`src/rtl/sub4_operand_sequencer_pkg.sv`:
```
// Shared constants and state encoding for the 4-bit subtractor operand sequencer.
package sub4_pkg;

    localparam int NIBBLE_W         = 4;
    localparam int DEBOUNCE_DEFAULT = 500000;

    // Encodings are driven straight onto the board LEDs, so they are fixed.
    typedef enum logic [1:0] {
        ST_LOAD_A = 2'd0,
        ST_LOAD_B = 2'd1,
        ST_EXEC   = 2'd2,
        ST_SHOW   = 2'd3
    } state_t;

endpackage

```
`src/rtl/sub4_operand_sequencer_if.sv`:
```
// Operand/result bus between the sequencer (master) and the ripple subtractor (slave).
interface sub4_operand_sequencer_if;
    import sub4_pkg::*;

    logic [NIBBLE_W-1:0] sub_a;
    logic [NIBBLE_W-1:0] sub_b;
    logic                sub_bin;
    logic [NIBBLE_W-1:0] sub_d;
    logic                sub_bout;
    logic                sub_c3;

    modport master (output sub_a, sub_b, sub_bin, input sub_d, sub_bout, sub_c3);
    modport slave  (input sub_a, sub_b, sub_bin, output sub_d, sub_bout, sub_c3);

endinterface

```
`src/rtl/sub4_operand_sequencer_key_debounce_pulse.sv`:
```
// Synchronises and debounces one raw pushbutton, emitting a single-cycle pulse per accepted press.
module key_debounce_pulse #(
    parameter int DEBOUNCE_CYCLES = 500000
) (
    input  logic clk,
    input  logic rst,
    input  logic key_raw,
    output logic key_pulse
);

    localparam int CNT_W = $clog2(DEBOUNCE_CYCLES + 1);

    logic             r_sync1;
    logic             r_sync2;
    logic             r_stable;
    logic             r_pulse;
    logic [CNT_W-1:0] r_cnt;

    // Synchroniser, run-length counter on the new level, and rising-edge pulse on acceptance.
    always_ff @(posedge clk) begin
        if (rst) begin
            r_sync1  <= 1'b0;
            r_sync2  <= 1'b0;
            r_stable <= 1'b0;
            r_pulse  <= 1'b0;
            r_cnt    <= '0;
        end else begin
            r_sync1 <= key_raw;
            r_sync2 <= r_sync1;
            r_pulse <= 1'b0;
            if (r_sync2 == r_stable) begin
                r_cnt <= '0;
            end else if (r_cnt == CNT_W'(DEBOUNCE_CYCLES - 1)) begin
                r_stable <= r_sync2;
                r_pulse  <= r_sync2;
                r_cnt    <= '0;
            end else begin
                r_cnt <= r_cnt + CNT_W'(1);
            end
        end
    end

    assign key_pulse = r_pulse;

endmodule

```
`src/rtl/sub4_operand_sequencer.sv`:
```
// Collects A then B from the switches on NEXT presses, drives the subtractor and latches its result.
module sub4_operand_sequencer
    import sub4_pkg::*;
#(
    parameter int DEBOUNCE_CYCLES = DEBOUNCE_DEFAULT
) (
    input  logic                  clk,
    input  logic                  rst,
    input  logic [NIBBLE_W-1:0]   sw_data,
    input  logic                  key_next_raw,
    input  logic                  key_clear_raw,
    sub4_operand_sequencer_if.master sub_if,
    output logic [NIBBLE_W-1:0]   result,
    output logic                  flag_borrow,
    output logic                  flag_zero,
    output logic                  flag_ovf,
    output logic                  result_valid,
    output logic [1:0]            state
);

    logic w_next_pulse;
    logic w_clear_pulse;

    key_debounce_pulse #(.DEBOUNCE_CYCLES(DEBOUNCE_CYCLES)) u_key_next (
        .clk       (clk),
        .rst       (rst),
        .key_raw   (key_next_raw),
        .key_pulse (w_next_pulse)
    );

    key_debounce_pulse #(.DEBOUNCE_CYCLES(DEBOUNCE_CYCLES)) u_key_clear (
        .clk       (clk),
        .rst       (rst),
        .key_raw   (key_clear_raw),
        .key_pulse (w_clear_pulse)
    );

    state_t              r_state;
    state_t              w_state_nxt;
    logic                w_load_a;
    logic                w_load_b;
    logic                w_capture;
    logic                w_clear;
    logic                w_drop_valid;
    logic [NIBBLE_W-1:0] r_a;
    logic [NIBBLE_W-1:0] r_b;
    logic [NIBBLE_W-1:0] r_result;
    logic                r_borrow;
    logic                r_zero;
    logic                r_ovf;
    logic                r_valid;

    // State register.
    always_ff @(posedge clk) begin
        if (rst) begin
            r_state <= ST_LOAD_A;
        end else begin
            r_state <= w_state_nxt;
        end
    end

    // Next-state and register-update strobes; CLEAR overrides any NEXT in the same cycle.
    always_comb begin
        w_state_nxt  = r_state;
        w_load_a     = 1'b0;
        w_load_b     = 1'b0;
        w_capture    = 1'b0;
        w_clear      = 1'b0;
        w_drop_valid = 1'b0;
        if (w_clear_pulse) begin
            w_clear     = 1'b1;
            w_state_nxt = ST_LOAD_A;
        end else begin
            case (r_state)
                ST_LOAD_A: begin
                    if (w_next_pulse) begin
                        w_load_a    = 1'b1;
                        w_state_nxt = ST_LOAD_B;
                    end else begin
                        w_state_nxt = ST_LOAD_A;
                    end
                end
                ST_LOAD_B: begin
                    if (w_next_pulse) begin
                        w_load_b    = 1'b1;
                        w_state_nxt = ST_EXEC;
                    end else begin
                        w_state_nxt = ST_LOAD_B;
                    end
                end
                ST_EXEC: begin
                    w_capture   = 1'b1;
                    w_state_nxt = ST_SHOW;
                end
                ST_SHOW: begin
                    if (w_next_pulse) begin
                        w_drop_valid = 1'b1;
                        w_state_nxt  = ST_LOAD_A;
                    end else begin
                        w_state_nxt = ST_SHOW;
                    end
                end
                default: begin
                    w_state_nxt = ST_LOAD_A;
                end
            endcase
        end
    end

    // Operand and result registers; the subtractor output has settled by the EXEC cycle.
    always_ff @(posedge clk) begin
        if (rst || w_clear) begin
            r_a      <= 4'd0;
            r_b      <= 4'd0;
            r_result <= 4'd0;
            r_borrow <= 1'b0;
            r_zero   <= 1'b0;
            r_ovf    <= 1'b0;
            r_valid  <= 1'b0;
        end else begin
            if (w_load_a) begin
                r_a <= sw_data;
            end
            if (w_load_b) begin
                r_b <= sw_data;
            end
            if (w_capture) begin
                r_result <= sub_if.sub_d;
                r_borrow <= sub_if.sub_bout;
                r_zero   <= (sub_if.sub_d == 4'd0);
                r_ovf    <= sub_if.sub_c3 ^ sub_if.sub_bout;
                r_valid  <= 1'b1;
            end
            if (w_drop_valid) begin
                r_valid <= 1'b0;
            end
        end
    end

    assign sub_if.sub_a   = r_a;
    assign sub_if.sub_b   = r_b;
    assign sub_if.sub_bin = 1'b0;
    assign result         = r_result;
    assign flag_borrow    = r_borrow;
    assign flag_zero      = r_zero;
    assign flag_ovf       = r_ovf;
    assign result_valid   = r_valid;
    assign state          = r_state;

endmodule
```
`src/flat_wrapper.sv`:
```
// flat-port wrapper written by rule: the top's interface ports become plain ports
module sub4_operand_sequencer_flat import sub4_pkg::*;
#(
    parameter int DEBOUNCE_CYCLES = DEBOUNCE_DEFAULT
)
  (clk, rst, sw_data, key_next_raw, key_clear_raw, result, flag_borrow, flag_zero, flag_ovf, result_valid, state, sub_if_sub_a, sub_if_sub_b, sub_if_sub_bin, sub_if_sub_d, sub_if_sub_bout, sub_if_sub_c3);
  sub4_operand_sequencer_if sub_if_i ();
  input  logic clk;
  input  logic rst;
  input  logic [NIBBLE_W-1:0] sw_data;
  input  logic key_next_raw;
  input  logic key_clear_raw;
  output logic [NIBBLE_W-1:0] result;
  output logic flag_borrow;
  output logic flag_zero;
  output logic flag_ovf;
  output logic result_valid;
  output logic [1:0] state;
  output wire logic [$bits(sub_if_i.sub_a)-1:0] sub_if_sub_a;
  output wire logic [$bits(sub_if_i.sub_b)-1:0] sub_if_sub_b;
  output wire logic [$bits(sub_if_i.sub_bin)-1:0] sub_if_sub_bin;
  input wire logic [$bits(sub_if_i.sub_d)-1:0] sub_if_sub_d;
  input wire logic [$bits(sub_if_i.sub_bout)-1:0] sub_if_sub_bout;
  input wire logic [$bits(sub_if_i.sub_c3)-1:0] sub_if_sub_c3;
  assign sub_if_sub_a = sub_if_i.sub_a;
  assign sub_if_sub_b = sub_if_i.sub_b;
  assign sub_if_sub_bin = sub_if_i.sub_bin;
  assign sub_if_i.sub_d = sub_if_sub_d;
  assign sub_if_i.sub_bout = sub_if_sub_bout;
  assign sub_if_i.sub_c3 = sub_if_sub_c3;
  sub4_operand_sequencer #(.DEBOUNCE_CYCLES(DEBOUNCE_CYCLES)) u_core (.clk(clk), .rst(rst), .sw_data(sw_data), .key_next_raw(key_next_raw), .key_clear_raw(key_clear_raw), .sub_if(sub_if_i), .result(result), .flag_borrow(flag_borrow), .flag_zero(flag_zero), .flag_ovf(flag_ovf), .result_valid(result_valid), .state(state));
endmodule
```
`config.mk`:
```
export PLATFORM = sky130hd
export DESIGN_NAME = sub4_operand_sequencer_flat
export DESIGN_NICKNAME = d
export VERILOG_FILES = /design/src/rtl/sub4_operand_sequencer_pkg.sv /design/src/rtl/sub4_operand_sequencer_if.sv /design/src/rtl/sub4_operand_sequencer_key_debounce_pulse.sv /design/src/rtl/sub4_operand_sequencer.sv /design/src/flat_wrapper.sv
export SDC_FILE = /design/constraint.sdc
export NUM_CORES = 1
export LEC_CHECK = 0
export BUFFER_PORTS_ARGS = -buffer_cell sky130_fd_sc_hd__buf_2
export CORE_MARGIN = 3
export CORE_UTILIZATION = 23
export DETAILED_ROUTE_END_ITERATION = 8
export GPL_ROUTABILITY_DRIVEN = 0
export SYNTH_ARGS = -nofsm -noshare
export SYNTH_HDL_FRONTEND = slang
export SYNTH_SLANG_ARGS = --single-unit
```
`constraint.sdc`:
```
create_clock -name clk -period 6.4 [get_ports clk]
set_clock_uncertainty 0.05 [all_clocks]
set_input_delay 0.32 -clock clk [delete_from_list [all_inputs] [get_ports clk]]
set_output_delay 0.32 -clock clk [all_outputs]
set_load 0.03 [all_outputs]
```
Word-level counts from Yosys, hierarchy flattened

Index checks and enable logic that the tools add are counted.

Add/sub/neg operators: 2
Equality and inequality tests: 7
Multiplexer cells: 14
Bitwise logic cells: 5
Reduce and logical (&&, ||, !) cells: 11

Operators with widths:

| kind                    | count |
|---|---|
| $add A19 B1 Y19 const B | 2 |
| $eq A19 B19 Y1 const B  | 2 |
| $reduce_or A3 Y1        | 4 |
| $mux W1                 | 11 |
| $pmux W2 S4             | 1 |
| $eq A2 B2 Y1 const B    | 2 |
| $logic_not A4 Y1        | 1 |
| $mux W2                 | 2 |
| $not A1 Y1              | 4 |
| $reduce_and A2 Y1       | 2 |
| $reduce_or A2 Y1        | 2 |
| $eq A1 B1 Y1            | 2 |
| $eq A2 B1 Y1 const B    | 1 |
| $logic_not A2 Y1        | 1 |
| $logic_or A1 B1 Y1      | 1 |
| $xor A1 B1 Y1           | 1 |

Register bits: 64
Logic and storage cells: 57

Logic depth before layout (Yosys ltp)

Depth in word-level cells: 4
Mapped depth: 6
Mapped depth without buffers: 5

By module

Synthesis repeated with hierarchy kept, for this count alone.

Cell total of the unflattened synthesis: 301
Area total of the unflattened synthesis: 2797.7 um^2

By module, submodules not included:

| module                                  | times used | cells each | area each (um^2) | sequential area each (um^2) |
|---|---|---|---|---|
| key_debounce_pulse (u_core.u_key_clear) | 1          | 117        | 1057.3           | 460.4 |
| key_debounce_pulse (u_core.u_key_next)  | 1          | 115        | 1029.7           | 460.4 |
| sub4_operand_sequencer                  | 1          | 69         | 710.7            | 360.3 |

Least setup slack after synthesis

OpenSTA, ideal clock, no wires.

Kind: register to register
From: register u_core.u_key_clear.r_cnt[9]
To: register u_core.u_key_clear.r_cnt[10]
Setup time: 115 ps
Arrival: 2100 ps
Required time: 6235 ps
Setup slack: 4135 ps
Stages on the path, launching flop included: 6
Path buffers: 1
Path through: dfxtp_1 -> or4b_1 -> or4_4 -> o41ai_4 -> buf_6 -> nor2_1

Longest elaborated chain between the ends: 2
Elaborated cells on any way between the ends: 3
Classes of those cells: 1 x add/sub; 1 x eq/ne; 1 x reduce/logical

Ends and longest elaborated chain:

| what                                                                    | RTL line                                        | source |
|---|---|---|
| from (decl)                                                             | sub4_operand_sequencer_key_debounce_pulse.sv:17 | `logic [CNT_W-1:0] r_cnt;` |
| from (signal assigned)                                                  | sub4_operand_sequencer_key_debounce_pulse.sv:38 | `r_cnt <= r_cnt + CNT_W'(1);` |
| parallel branches: the longest is 2 deep, another holds $add A19 B1 Y19 | n/a                                             |  |

Several ways; the timed one is not identified.
A chain may end at the register's enable or synchronous reset.

Worst setup path after layout

Same ends and word-level chain as after synthesis.

==> results.sh <==
export IMPL_cts_tree="built"
export IMPL_syn_area_mm2=0.00271
export IMPL_syn_avg_cell_area_um2=9.10
export IMPL_cellPowerDensity_mw_per_mm2=276
export IMPL_cp_data_required_time_ns=6.53
export IMPL_clk_path_buf_depth=2
export IMPL_tightest_slew_ns=1.16
export IMPL_yosys_area_top_type="dfxtp_1"
export IMPL_grt_antenna_before_repair=0
export IMPL_hold_path_class="in -> reg"
export IMPL_grt_max_degree=19
export IMPL_dr_pass1_iters=4
export IMPL_hold_slack_ns=0.157
export IMPL_drt_iter0_drc=55
export IMPL_path_buf_inv=0
export IMPL_syn_to_final_growth_pct=22.4
export IMPL_syn_nets=314
export IMPL_cp_start_kind="flop"
export IMPL_worstSetupEndpointType="flop"
export IMPL_setup_viol=0
export IMPL_max_stage_delay_ns=0.89
export IMPL_drc=0
export IMPL_worstSkewPairLatency_ns=0.32
export IMPL_die_x_um=115
export IMPL_yosysSeqAreaShare=0.473
export IMPL_synth_cells=298
export IMPL_cts_setup_buffers=0
export IMPL_period_minus_slack_ns=2.59
export IMPL_outcome="complete, no violations"
export IMPL_rows=39
export IMPL_portBuffers=31
export IMPL_critPathMaxFanout=18
export IMPL_crit_path_start="u_core.u_key_clear.r_cnt[9]"
export IMPL_synth_cell_type_count=38
export IMPL_nets=347
export IMPL_rsz0062_at_grt="no"
export IMPL_multiInputGateArea_mm2=0.00135
export IMPL_ir_drop_uv=121
export IMPL_ys_warn_count=0
export IMPL_min_period_over_period=0.405
export IMPL_cp_top_family="simple AND/OR/NAND/NOR gates"
export IMPL_start_util=0.236
export IMPL_hold_violations=0
export IMPL_grt_overflow_total=0
export IMPL_synth_seq_cells=64
export IMPL_clock_fmax_mhz=386
export IMPL_drv_slew=0
export IMPL_post_place_ws_ns=3.78
export IMPL_layout_drive_gt1_share=0.161
export IMPL_grt_use_total=0.0857
export IMPL_vias_per_cell=4.48
export IMPL_synth_top_cell_area_share=0.473
export IMPL_ios=33
export IMPL_critPathKind="reg -> reg"
export IMPL_cts_hold_buf=0
export IMPL_critPathSlowestCell="o41ai_4"
export IMPL_coreArea_mm2=0.0115
export IMPL_dieArea_mm2=0.0131
export IMPL_htree_levels=3
export IMPL_max_slew_margin_rel=0.223
export IMPL_fill_cells=1202
export IMPL_r2r_start="u_core.u_key_clear.r_cnt[9]"
export IMPL_cts_root_buf="clkbuf_16"
export IMPL_min_delay_start="key_clear_raw"
export IMPL_ff_latch_area_mm2=0.00128
export IMPL_antenna_cells=0
export IMPL_avgRoutedWirePerCell_um=11.2
export IMPL_grt_pass1_wl_um=9240
export IMPL_num_vias=2146
export IMPL_maxCapViolations=0
export IMPL_routed_wl_um=5350
export IMPL_numCtsBuffers=9
export IMPL_dp_hpwl_um=3880
export IMPL_power_leakage_nw=1.07
export IMPL_ctsResizeCount=0
export IMPL_cts_sinks=64
export IMPL_setup_slack_ns=3.81
export IMPL_cp_arrival_ns=2.72
export IMPL_yosys_top_cells_area="dfxtp_1 47%, xnor2_1 7.4%, nor2_1 6.9%"
export IMPL_clk_pin_slew_ns=0.05
export IMPL_ant_nets=0
export IMPL_path_cells="or4b_1 -> or4_4 -> o41ai_4 -> nor2_1"
export IMPL_finalSetupTns_ns=0
export IMPL_die_h_um=115
export IMPL_grt_pass1_vias=2012
==> worst reg2reg max path, delay by kind of cell, from the launching register on <==
| family | cells | cell delay, ns |
|---|---|---|
| AO/OA/AOI/OAI | 1 | 0.89 |
| flip-flops | 1 | 0.34 |
| AND/OR/NAND/NOR | 3 | 1.16 |
==> flip-flops by register name (all words and copies together), names as in the netlist, 2 cells and up <==
signal                    flops
u_core.u_key_clear.r_cnt     19
u_core.u_key_next.r_cnt      19
u_core.result                 4
u_core.sub_if.sub_a           4
u_core.sub_if.sub_b           4
u_core.state                  2
==> worst paths after layout <==
check / cells after the start / endpoint / slack (ns)
worst min register to register: 1 / u_core.u_key_clear.r_sync2 / 0.40
worst min-delay path: 2 / u_core.u_key_clear.r_sync1 / 0.16
worst max-delay path: 4 / u_core.u_key_clear.r_cnt[10] / 3.81
worst max register to register: 4 / u_core.u_key_clear.r_cnt[10] / 3.81
==> per-stage QoR <==
step	util	total power [W]	area, um^2	std cells
floorplan	-	0.000418	2710	298
global placement	0.262	0.000424	3000	463
detailed placement	0.262	0.000424	3000	463
CTS	0.289	0.000930	3320	479
global route	0.289	0.000949	3320	479
finish	0.289	0.000916	3320	479
==> cells by family after synthesis <==
family | Yosys count | share of synthesized area
AO/OA/AOI/OAI | 20 | 0.0485
XOR/XNOR | 31 | 0.100
adder cells (fa/ha/maj) | 2 | 0.00923
buffers and inverters | 19 | 0.0305
flip-flops | 64 | 0.473
multiplexers | 15 | 0.0554
other | 1 | 0.00138
AND/OR/NAND/NOR | 146 | 0.282
==> layer usage <==
| layer | part of all wire | vias up | wire length (um) | GRT usage |
|---|---|---|---|---|
| met1 | 0.48 | 995 | 2540 | 0.109 |
| met5 | 0 | - | 0 | 0 |
| met3 | 0.039 | 9 | 206 | 0.0333 |
| met2 | 0.48 | 35 | 2550 | 0.135 |
| li1 | - | 1107 | - | - |
| met4 | 0.0086 | 0 | 46 | 0.0238 |
==> power by group <==
| group | leakage (nW) | internal (W) | switching, W |
|---|---|---|---|
| Combinational | 0.399 | 0.00000546 | 0.00000828 |
| Sequential | 0.516 | 0.000400 | 0.00000104 |
| Clock | 0.155 | 0.000333 | 0.000168 |
| Total | 1.07 | 0.000739 | 0.000177 |
==> synth_stat cells, drive strengths merged <==
library cell	instances
a31o	1
or4b	1
nand2	12
a211oi	1
nor2b	6
conb	1
nor4	10
nor3	12
o21ai	7
mux2i	15
or4	5
nand3	14
o41ai	1
and3	3
or3	11
clkbuf	7
dfxtp	64
xnor2	23
nor4b	1
or2	1
inv	10
xor2	8
nor3b	2
nand2b	2
nand4	11
ha	2
and4	2
nand3b	1
o31ai	1
nor2	50
buf	2
a21oi	9
nand4b	2
==> layout make-up <==
class | count | area share
inverter | 10 | 0.0113
tap | 143 | 0.0539
clock inverter | 4 | 0.0155
clock buffer | 12 | 0.0803
multi-input combinational | 215 | 0.406
timing repair buffer | 31 | 0.0468
sequential | 64 | 0.386
==> layout by cell type, fill, tap and decap left out, types with 6 or more instances in the layout <==
cell,instances
dfxtp_1,64
nor2_1,50
buf_2,31
xnor2_1,23
mux2i_1,15
nand3_1,13
nand2_1,12
nor3_1,12
or3_1,11
nand4_1,11
nor4_1,10
inv_1,10
a21oi_1,9
clkbuf_16,9
xor2_1,8
nor2b_1,6
o21ai_0,6
No activity file was read; power rests on OpenSTA's default activity.
